### config.mk
export PLATFORM = sky130hd
export DESIGN_NAME = seg7_pattern_decoder
export DESIGN_NICKNAME = d
export VERILOG_FILES = /design/src/rtl/seg7_pkg.sv /design/src/rtl/seg7_fifo2.sv /design/src/rtl/seg7_pattern_decoder.sv
export SDC_FILE = /design/constraint.sdc
export NUM_CORES = 1
export LEC_CHECK = 0
export BUFFER_PORTS_ARGS = -buffer_cell sky130_fd_sc_hd__buf_2
export CORE_MARGIN = 2
export CORE_UTILIZATION = 46
export CTS_CLUSTER_SIZE = 40
export DETAILED_ROUTE_END_ITERATION = 7
export GPL_ROUTABILITY_DRIVEN = 0
export PLACE_DENSITY = 0.7
export RECOVER_POWER = 50
export SYNTH_ARGS = -nofsm -noshare
export SYNTH_HDL_FRONTEND = slang
export SYNTH_SLANG_ARGS = --single-unit
### constraint.sdc
create_clock -name clk -period 1.6 [get_ports clk]
set_input_delay 0.16 -clock clk [delete_from_list [all_inputs] [get_ports clk]]
set_output_delay 0.16 -clock clk [all_outputs]
set_load 0.01 [all_outputs]
### src/rtl/seg7_pkg.sv
// Shared types and the segment glyph table for the 7-segment pattern decoder.
// Segment bit order is {g,f,e,d,c,b,a}, active-high.
package seg7_pkg;

    typedef logic [6:0] seg_t;
    typedef logic [3:0] nib_t;

    typedef struct packed {
        logic err;
        nib_t nib;
    } entry_t;

    localparam seg_t SEG_GLYPH [16] = '{
        7'h3F, 7'h06, 7'h5B, 7'h4F,
        7'h66, 7'h6D, 7'h7D, 7'h07,
        7'h7F, 7'h6F, 7'h77, 7'h7C,
        7'h39, 7'h5E, 7'h79, 7'h71
    };

    // Glyphs are unique, so at most one table entry can match; no match means illegal.
    function automatic entry_t seg_lookup(input seg_t seg);
        entry_t result;
        nib_t   idx;
        result.err = 1'b1;
        result.nib = '0;
        for (int i = 0; i < 16; i++) begin
            idx = nib_t'(i);
            if (seg == SEG_GLYPH[idx]) begin
                result.err = 1'b0;
                result.nib = idx;
            end
        end
        return result;
    endfunction

endpackage

### src/rtl/seg7_fifo2.sv
// Two-entry valid/ready buffer for decoded entries.
// in_ready depends only on occupancy, never combinationally on out_ready.
module seg7_fifo2
    import seg7_pkg::*;
(
    input  logic   clk,
    input  logic   rst,
    input  logic   in_valid,
    output logic   in_ready,
    input  entry_t in_data,
    output logic   out_valid,
    input  logic   out_ready,
    output entry_t out_data
);

    entry_t     mem [2];
    logic       wr_ptr;
    logic       rd_ptr;
    logic [1:0] count;
    logic       push;
    logic       pop;

    assign in_ready  = (count != 2'd2);
    assign out_valid = (count != 2'd0);
    assign push      = in_valid && in_ready;
    assign pop       = out_valid && out_ready;
    assign out_data  = mem[rd_ptr];

    // Storage is cleared on reset so the head reads as zero while empty after reset.
    always_ff @(posedge clk) begin
        if (rst) begin
            mem[0] <= '0;
            mem[1] <= '0;
            wr_ptr <= 1'b0;
            rd_ptr <= 1'b0;
            count  <= 2'd0;
        end else begin
            if (push) begin
                mem[wr_ptr] <= in_data;
                wr_ptr      <= ~wr_ptr;
            end
            if (pop) begin
                rd_ptr <= ~rd_ptr;
            end
            case ({push, pop})
                2'b10:   count <= count + 2'd1;
                2'b01:   count <= count - 2'd1;
                default: count <= count;
            endcase
        end
    end

endmodule

### src/rtl/seg7_pattern_decoder.sv
// Recovers hex nibbles from 7-segment patterns, flagging illegal glyphs.
// Define SEG7_ERRCNT_EN to add the saturating err_count output.
module seg7_pattern_decoder
    import seg7_pkg::*;
#(
    parameter int ACTIVE_LOW = 0,
    parameter int ERR_W      = 8
) (
    input  logic             clk,
    input  logic             rst,
    input  logic             in_valid,
    output logic             in_ready,
    input  logic [6:0]       in_seg,
    output logic             out_valid,
    input  logic             out_ready,
    output logic [3:0]       out_nibble,
    output logic             out_err
`ifdef SEG7_ERRCNT_EN
    ,
    output logic [ERR_W-1:0] err_count
`endif
);

    seg_t   seg_high;
    entry_t decoded;
    entry_t head;

    // Common-anode sources drive segments low, so normalise before lookup.
    assign seg_high = (ACTIVE_LOW != 0) ? ~in_seg : in_seg;

    always_comb begin
        decoded = seg_lookup(seg_high);
    end

    seg7_fifo2 u_fifo (
        .clk       (clk),
        .rst       (rst),
        .in_valid  (in_valid),
        .in_ready  (in_ready),
        .in_data   (decoded),
        .out_valid (out_valid),
        .out_ready (out_ready),
        .out_data  (head)
    );

    assign out_nibble = head.nib;
    assign out_err    = head.err;

`ifdef SEG7_ERRCNT_EN
    logic accepted;

    assign accepted = in_valid && in_ready;

    // Counts at acceptance, so illegal patterns still queued are already included.
    always_ff @(posedge clk) begin
        if (rst) begin
            err_count <= '0;
        end else if (accepted && decoded.err && (err_count != {ERR_W{1'b1}})) begin
            err_count <= err_count + ERR_W'(1);
        end
    end
`else
    logic cfg_unused;

    assign cfg_unused = ^ERR_W;
`endif

endmodule

* Word level (Yosys, flattened, before mapping)
Memory sizes are Yosys's and may differ from the RTL's. A register that Yosys moved wholly into a read port is not among the register bits.
Index checks and enable logic that the tools add are counted.
** Cells by class
- Bitwise logic cells :: 2
- Equal/unequal tests :: 19
- Multiplexer cells :: 27
- $add $sub $neg :: 2
- Reductions and logical operators :: 5
** Operators with widths (count)
- 2-to-1 mux 5 bit :: 17
- equality test 7 bit, second input constant :: 12
- equality test 7 x 3 -> 1 bit, second input constant :: 2
- equality test 7 x 6 -> 1 bit, second input constant :: 2
- 2-to-1 mux 1 bit :: 9
- OR reduction 5 bit :: 1
- one-hot mux 2 bit (2 select lines) :: 1
- nonzero test 2 bit :: 2
- adder 2 x 1 -> 2 bit, second input constant :: 1
- equality test 2 x 1 -> 1 bit, second input constant :: 1
- equality test 2 bit, second input constant :: 1
- logical AND 1 bit :: 2
- != test 2 bit, second input constant :: 1
- NOT 1 bit :: 2
- subtractor 2 x 1 -> 2 bit, second input constant :: 1
** Word-level totals
- RAM bits :: 10
- Bits in registers :: 4
- Input port bits :: 11
- Output and inout port bits :: 7
- Memories :: 1
** Memories
- u_fifo.mem :: words 2, bits a word 5, read ports 1, clocked after memory_dff 1, wr ports 2, line seg7_fifo2.sv:16 : entry_t mem [2];

* Depth between registers and ports, before layout
Gate-level depths: netlist (run 1).
- Depth in word-level cells :: 18
- Mapped depth :: 6
- Gate-level depth less buffers :: 6

* Cells and area by module
From an unflattened synthesis (run 1), not the netlist that was laid out.
** Second synthesis, totals
- Cells, all modules :: 113
- Area total of the unflattened synthesis :: 1056.0 um^2
** By module, submodules not included
- seg7_fifo2 :: cells an instance 56, seq. area each 400.4 um^2, times used 1, area each 659.4 um^2
- seg7_pattern_decoder :: cells an instance 57, seq. area each 0.0 um^2, times used 1, area each 396.6 um^2

* Worst setup path before layout (run 1)
Ideal clock, no wire load.
- Path kind :: flip-flop to flip-flop
- Start :: register u_fifo.count[0]
- End :: register u_fifo.count[1]
- Path slack :: -0.066 ns
- Period minus slack after synthesis :: 1.666 ns
- Stages on the path, launching flop included :: 6
- Path buffers :: 0
- Data arrival time :: 1.596 ns
- Cell sequence :: dfxtp_1 -> or2_2 -> and2_1 -> ha_1 -> or3_1 -> a21oi_1
** Between the ends
- Cells in the longest elaborated chain, start to end :: 4
- Elaborated cells on any way between the ends :: 10
** Ends and longest elaborated chain
- start: declaration :: line seg7_fifo2.sv:19 : logic [1:0] count;
- start signal: assignment :: line seg7_fifo2.sv:46 : 2'b10: count <= count + 2'd1;
- start signal: assignment :: line seg7_fifo2.sv:47 : 2'b01: count <= count - 2'd1;
- start signal: assignment :: line seg7_fifo2.sv:48 : default: count <= count;
- nonzero test 2 bit * :: line seg7_fifo2.sv:24 : assign out_valid = (count != 2'd0);
- via out_valid :: line seg7_pattern_decoder.sv:14 : output logic out_valid,
- logical AND 1 bit * :: line seg7_fifo2.sv:26 : assign pop = out_valid && out_ready;
- via u_fifo.pop :: line seg7_fifo2.sv:21 : logic pop;
- equality test 2 x 1 -> 1 bit or equality test 2 bit (tied branches) :: line seg7_fifo2.sv:45 : case ({push, pop})
- one-hot mux 2 bit (2 select lines) or nonzero test 2 bit (tied branches)
Mark *: on every way through the listed nets, which the timed path passes. The rest lies on a longest branch.
A chain may end at the register's enable or synchronous reset.

* Final worst setup path (run 1)
- Start :: register u_fifo.count[1]
- End :: register u_fifo.count[1]
** Between the ends
- Cells in the longest elaborated chain, start to end :: 4
- Elaborated cells on any way between the ends :: 10
** Ends and longest elaborated chain (line)
- != test 2 bit or nonzero test 2 bit (tied branches) :: seg7_fifo2.sv:23, seg7_fifo2.sv:24
- logical AND 1 bit (on tied branches) :: seg7_fifo2.sv:25, seg7_fifo2.sv:26
- equality test 2 x 1 -> 1 bit or equality test 2 bit (tied branches) :: seg7_fifo2.sv:45
- one-hot mux 2 bit (2 select lines) or nonzero test 2 bit (tied branches)
Parallel ways exist; a longest one is shown, timed or not.

==> metrics, run 1 <==
Top delay family on crit path=simple AND/OR/NAND/NOR gates; Setup Total Neg Slack=0 ps; Root Driver=clkbuf_4; reg-to-reg slack, setup=between 40 and 50 ps; dpl hpwl=approximately 1.4 mm; Setup Skew=approximately 15 ps; number of CTS-inserted buffers=3; CP Launch Type=register; Sinks on Clock Net=15; initial antenna violation count=0; synthesized area=around 1000 um^2; Slew Limit Fails=0; Die Y=~50 um; Total GRT Usage=between 10% and 20%; sequential-to-total area share from yosys stat=39.31%; # H-tree levels=1; RSZ-0062 raised after global routing=yes; Worst Path Max Fanout=4; post-route ant nets=0; port bufs=17; final hold violation count=0; final critical-path share of the clock period=a little over nine tenths; number of DRC markers in iteration 0=16; Area Overhead vs Synth=18.92%; pre-CTS setup slack=roughly 2 ps; hold endpoint=u_fifo.count[1]; Initial DRT Pass Iterations=4; worst r2r path cells=5; starting density of the core=between 40% and 50%; drt wl/cell=approximately 13 um; clock slew at reported path FFs=100 ps; slowest stage cell on the critical path=or3_1; worst path arrival time=roughly 1800 ps; Die Span X=just over 50 um; share of cells above drive strength 1=36.80%; DIE AREA=2607 um^2; max-cap violations=0; max incr delay on CP=360 ps; Worst Max-Slew Pin Slew=327.6 ps; area leader, netlist=edfxtp_1; Async SR Flop Fraction=0%; total grt overflow=0; TritonCTS clock tree=yes; WL final=1.970 mm; Final setup viols=0; via-per-instance ratio=5.739; CP Data Required Time=approximately 1800 ps; Hold Path Class=in -> reg; largest net degree at the start of global routing=16; Post-synth top cells=12 x nor2_1, 10 x edfxtp_1, 6 x a21oi_1; clk_lat worst skew=280 ps; Synth Instances=a little over 100; CP bufs+invs=0; status=finished clean; critical path type=reg -> reg; CP Capture Type=register; hold_sp=rst; most frequent cell after synthesis=nor2_1; Max clock buf depth=2; syn nets=around 120; r2r startpoint=u_fifo.count[1]; reg2reg end=u_fifo.count[1]; io pins=18; setup ws final=45.15 ps; PwrDens=1115 nW/um^2; Yosys cell types=43; core footprint=roughly 2100 um^2; Remaining DRCs=0; hold depth=2; synth warn=0; slew margin rel.=between 70% and 80%; Via Count=slightly below 900; global-route wire length before repair=around 3.3 mm; Post-synth top flop=edfxtp_1; post-layout min period=between 1500 and 2000 ps; Antenna Cells=0; post-layout util=a little under three fifths; # fillers=between 200 and 250; vias in the first global route=slightly above 800; FF+latch count, synth=15; Avg Cell Area, Syn=approximately 10 um^2; Layout Nets=approximately 140; Leak Pwr=approximately 0.46 nW; EDFF count, synth=10; top cell type's share of synthesized area=approximately 29%; fmax=around 0.64 GHz; CP Cell Sequence=or2b_1 > nand2_2 > ha_2 > or3_1 > a21oi_2; Site Rows=17; ranking of synthesized cells by area=edfxtp_1 29%, dfxtp_1 9.8%, mux2_2 5.5%, nor2_1 4.4%, or3b_1 3.4%; maximum VDD drop=between 0.0008 and 0.0009 V
## sequential cells by signal, summed over array words and instances, names as in the netlist, named ones only
name	cells
u_fifo.mem	10
u_fifo.wr_ptr	1
u_fifo.count	2
u_fifo.rd_ptr	1
## final cells by class
| type | instances | area, um^2 | share of cell area, % |
|---|---|---|---|
| timing repair buffer | 26 | 152.6 | 12.60 |
| sequential | 15 | 402.9 | 33.26 |
| clock inverter | 1 | 5.005 | 0.4132 |
| multi-input combinational | 80 | 593.1 | 48.97 |
| clock buffer | 3 | 22.52 | 1.860 |
| tap | 28 | 35.03 | 2.893 |
## through the flow
stage	power, W	hold WS, ps	instance area [um^2]	std cells
finish	0.001351	114.8	1211	153
global route	0.001451	120.6	1211	153
CTS	0.001323	116.6	1196	152
detailed placement	0.001104	432.6	1165	148
global placement	0.001091	428.4	1165	148
floorplan	0.0009180	388.4	1021	103
## routing by layer
| layer | vias to the layer above | global-route usage, % | share of wire (%) |
|---|---|---|---|
| li1 | 439 | - | - |
| met1 | 409 | 20.08 | 45 |
| met2 | 28 | 29.44 | 50 |
| met3 | 2 | 2.632 | 4.8 |
| met4 | 0 | 5.405 | 0.61 |
| met5 | - | 0 | 0 |
## what timing repair did
item	4_1_cts	5_1_grt
endpoints found under the setup margin	1	1
setup buffers	0	1
pin swaps	0	2
gates resized for setup	2	4
hold buffers	0	0
## cells in the final DEF, fill, tap and decap left out, drive strengths merged, types with 2 or more instances in the layout
| cell | synthesis | final |
|---|---|---|
| or3b | 4 | 4 |
| or2 | 3 | 3 |
| nand3b | 3 | 3 |
| and2 | 2 | 2 |
| nand4b | 3 | 3 |
| nand2b | 2 | 2 |
| nor4 | 2 | 2 |
| nand3 | 2 | 2 |
| o211ai | 2 | 2 |
| buf | 6 | 26 |
| a21oi | 6 | 6 |
| clkbuf | 2 | 3 |
| nand2 | 4 | 4 |
| mux2 | 5 | 5 |
| or3 | 2 | 2 |
| xor2 | 3 | 3 |
| nor2 | 12 | 12 |
| o22ai | 3 | 3 |
| edfxtp | 10 | 10 |
| dfxtp | 5 | 5 |
| xnor2 | 2 | 2 |
| nand4 | 3 | 3 |
## where the power goes
| part | total, W | internal [W] | switching [W] | leakage [nW] |
|---|---|---|---|---|
| Combinational | 0.000578 | 0.000313 | 0.000265 | 0.289 |
| Sequential | 0.000561 | 0.000508 | 0.0000523 | 0.148 |
| Clock | 0.000212 | 0.0000927 | 0.000119 | 0.0177 |
| Total | 0.00135 | 0.000914 | 0.000437 | 0.455 |
## worst max path at each step
stage	startpoint	endpoint	slack (ps)	cells after the start
floorplan	u_fifo.count[0]	u_fifo.count[1]	30	5
finish	u_fifo.count[1]	u_fifo.count[1]	50	5
detailed placement	u_fifo.count[1]	u_fifo.count[1]	2	6
CTS	u_fifo.count[1]	u_fifo.count[1]	6	6
global placement	u_fifo.count[1]	u_fifo.count[1]	60	6
global route	u_fifo.count[1]	u_fifo.count[1]	-30	6
## cells by family after synthesis
family / count (synthesis) / synth area share (%)
flops: 15 / 39.31
compound gates: 20 / 15.23
mux: 5 / 5.528
buf+inv: 8 / 3.562
fa+ha+maj: 1 / 1.228
simple gates: 49 / 30.84
xor+xnor: 5 / 4.301
(Power assumes the default switching activity.)
==> run 2, diff against run 1 <==
--- a/config.mk
+++ b/config.mk
@@ -6,12 +6,14 @@
 export NUM_CORES = 1
 export LEC_CHECK = 0
 export BUFFER_PORTS_ARGS = -buffer_cell sky130_fd_sc_hd__buf_2
+export CELL_PAD_IN_SITES_DETAIL_PLACEMENT = 1
+export CELL_PAD_IN_SITES_GLOBAL_PLACEMENT = 1
 export CORE_MARGIN = 2
-export CORE_UTILIZATION = 46
+export CORE_UTILIZATION = 37
 export CTS_CLUSTER_SIZE = 40
 export DETAILED_ROUTE_END_ITERATION = 7
 export GPL_ROUTABILITY_DRIVEN = 0
-export PLACE_DENSITY = 0.7
+export PLACE_DENSITY_LB_ADDON = 0.1
 export RECOVER_POWER = 50
 export SYNTH_ARGS = -nofsm -noshare
 export SYNTH_HDL_FRONTEND = slang
==> run 2 against run 1 <==
Non-clock buffer count is 4 higher. Routed wire length is 28% higher. Hold slack improved by 22 ps. Critical path type unchanged. Clock skew down 9.5 ps. Sequential power hardly changed. Sequential share of layout area decreased by 1.7 points. Worst setup slack better by 22 ps. Count of clock-buffer cells in the layout unchanged. Total power grew 2.8%. Design area rose by 4.8%. Critical endpoint unchanged. Via count rose by 4.2%.
==> metrics, run 2 (same netlist as run 1, synthesis figures left out) <==
slew margin rel.=76.21% (-1.8 points); Remaining DRCs=0 (unchanged); final hold violation count=0 (unchanged); number of CTS-inserted buffers=3 (unchanged); CP Capture Type=register; Final setup viols=0 (unchanged); drt wl/cell=15.81 um (+23%); Initial DRT Pass Iterations=4 (unchanged); critical path type=reg -> reg; Area Overhead vs Synth=24.57%; maximum VDD drop=0.0008987 V (+6.0%); Worst Max-Slew Pin Slew=354.5 ps (+26.89 ps); Site Rows=19 (+2); worst path arrival time=1760 ps (-20 ps); PwrDens=1094 nW/um^2 (-1.9%); global-route wire length before repair=4.195 mm (+26%); DIE AREA=3188 um^2 (+22%); # H-tree levels=1 (unchanged); RSZ-0062 raised after global routing=no; setup ws final=67.25 ps (+22.09 ps); io pins=18 (unchanged); post-layout min period=1533 ps (-22.09 ps); Reg with most FFs=u_fifo.mem; number of DRC markers in iteration 0=13 (-3); via-per-instance ratio=5.719 (-0.35%); Die Span X=56.47 um (+11%); most frequent cells in the layout=16 x buf_2, 12 x nor2_1, 10 x buf_4, 10 x edfxtp_1, 6 x a21oi_1; initial antenna violation count=0 (unchanged); largest registers=u_fifo.mem x10, u_fifo.count x2; pre-CTS setup slack=-12.70 ps (-14.70 ps); commonest non-fill, non-tap cell in the layout=buf_2; Total GRT Usage=16.95% (+0.46 points); Leak Pwr=0.4806 nW (+5.6%); Via Count=915 (+4.2%); share of cells above drive strength 1=34.88% (-1.9 points); Max clock buf depth=2 (unchanged); clk_lat worst skew=290 ps (about the same); Worst Path Max Fanout=4 (unchanged); Slew Limit Fails=0 (unchanged); starting density of the core=37.91% (-9.5 points); Antenna Cells=0 (unchanged); Setup Total Neg Slack=0 ps (unchanged); fmax=0.6524 GHz (+1.4%); total grt overflow=0 (unchanged); core footprint=2686 um^2 (+25%); largest net degree at the start of global routing=16 (unchanged); vias in the first global route=906 (+10%); number of flip-flops in the largest register=10 (unchanged); Layout Nets=142 (+2.9%); CP Data Required Time=1820 ps (about the same); clock slew at reported path FFs=90 ps (about the same); final critical-path share of the clock period=95.80% (-1.4 points); max-cap violations=0 (unchanged); dpl hpwl=1.914 mm (+32%); TritonCTS clock tree=yes; CP Launch Type=register; post-route ant nets=0 (unchanged); Sinks on Clock Net=15 (unchanged); port bufs=17 (unchanged); status=finished clean; WL final=2.529 mm (+28%); Die Y=56.47 um (+11%); Hold Path Class=in -> reg; Setup Skew=5.622 ps (-9.480 ps); Root Driver=clkbuf_4
## run 2: cell types whose count changed in the layout (fill, tap and decap cells not counted)
cell / delta
dfxtp_1: +2
ha_4: +1
ha_2: -1
clkbuf_1: +2
o21ai_1: -1
buf_2: -1
o21ai_0: +1
buf_4: +1
a21oi_1: +1
a21oi_2: -1
buf_12: +2
dfxtp_2: -2
## run 2: final timing paths
check,start,endpoint,slack [ps],cells past startpoint
max,u_fifo.count[1],u_fifo.count[1],70,6
min,rst,u_fifo.count[1],140,2
max reg2reg,u_fifo.count[1],u_fifo.count[1],70,6
min reg2reg,u_fifo.count[1],u_fifo.count[1],510,2
## run 2: final cells by class
class	instances	area (um^2)
clock buffers	3	22.52
clock inverters	1	5.005
fillers	327	1418
multi-input cells	80	599.3
flip-flops and latches	15	400.4
well taps	31	38.79
repair buffers	30	202.7
## run 2: worst max-delay path, stage by stage, from the launching register on
cell	delay [ps]
dfxtp_1	330
or2_4	250
and2_4	170
ha_4	150
xnor2_1	130
or3_1	320
a21oi_1	120
## run 2: timing repair
item	CTS	global route
gates cloned	0	0
pin swaps	0	2
resized for setup	1	1
endpoints found under the setup margin	1	1
setup buffers	0	1
hold endpoints to repair	0	0
hold buffers	0	0
## run 2: metrics by stage
step	cells	hold WS, ps	power, W	area, um^2	util, %
after floorplan	103	388.4	0.0009180	1021	-
after global placement	155	427.5	0.001113	1224	45.55
after detailed placement	155	439.8	0.001145	1224	45.55
after CTS	159	126.3	0.001391	1264	47.04
after global routing	160	152.6	0.001477	1269	47.23
final	160	136.3	0.001388	1269	47.23
## run 2: where the power goes
| group | switching (W) | internal [W] | leakage, nW |
|---|---|---|---|
| sequential | 0.0000569 | 0.000503 | 0.147 |
| clock | 0.000131 | 0.0000929 | 0.0177 |
| combinational | 0.000283 | 0.000321 | 0.315 |
## run 2: routing by layer
metal | GRT usage (%) | vias up | routed length, um
met4 | 5.102 | 0 | 16
met2 | 29.57 | 22 | 1310
met1 | 20.80 | 442 | 1106
met5 | 0 | - | 0
li1 | - | 449 | -
met3 | 3.456 | 2 | 95
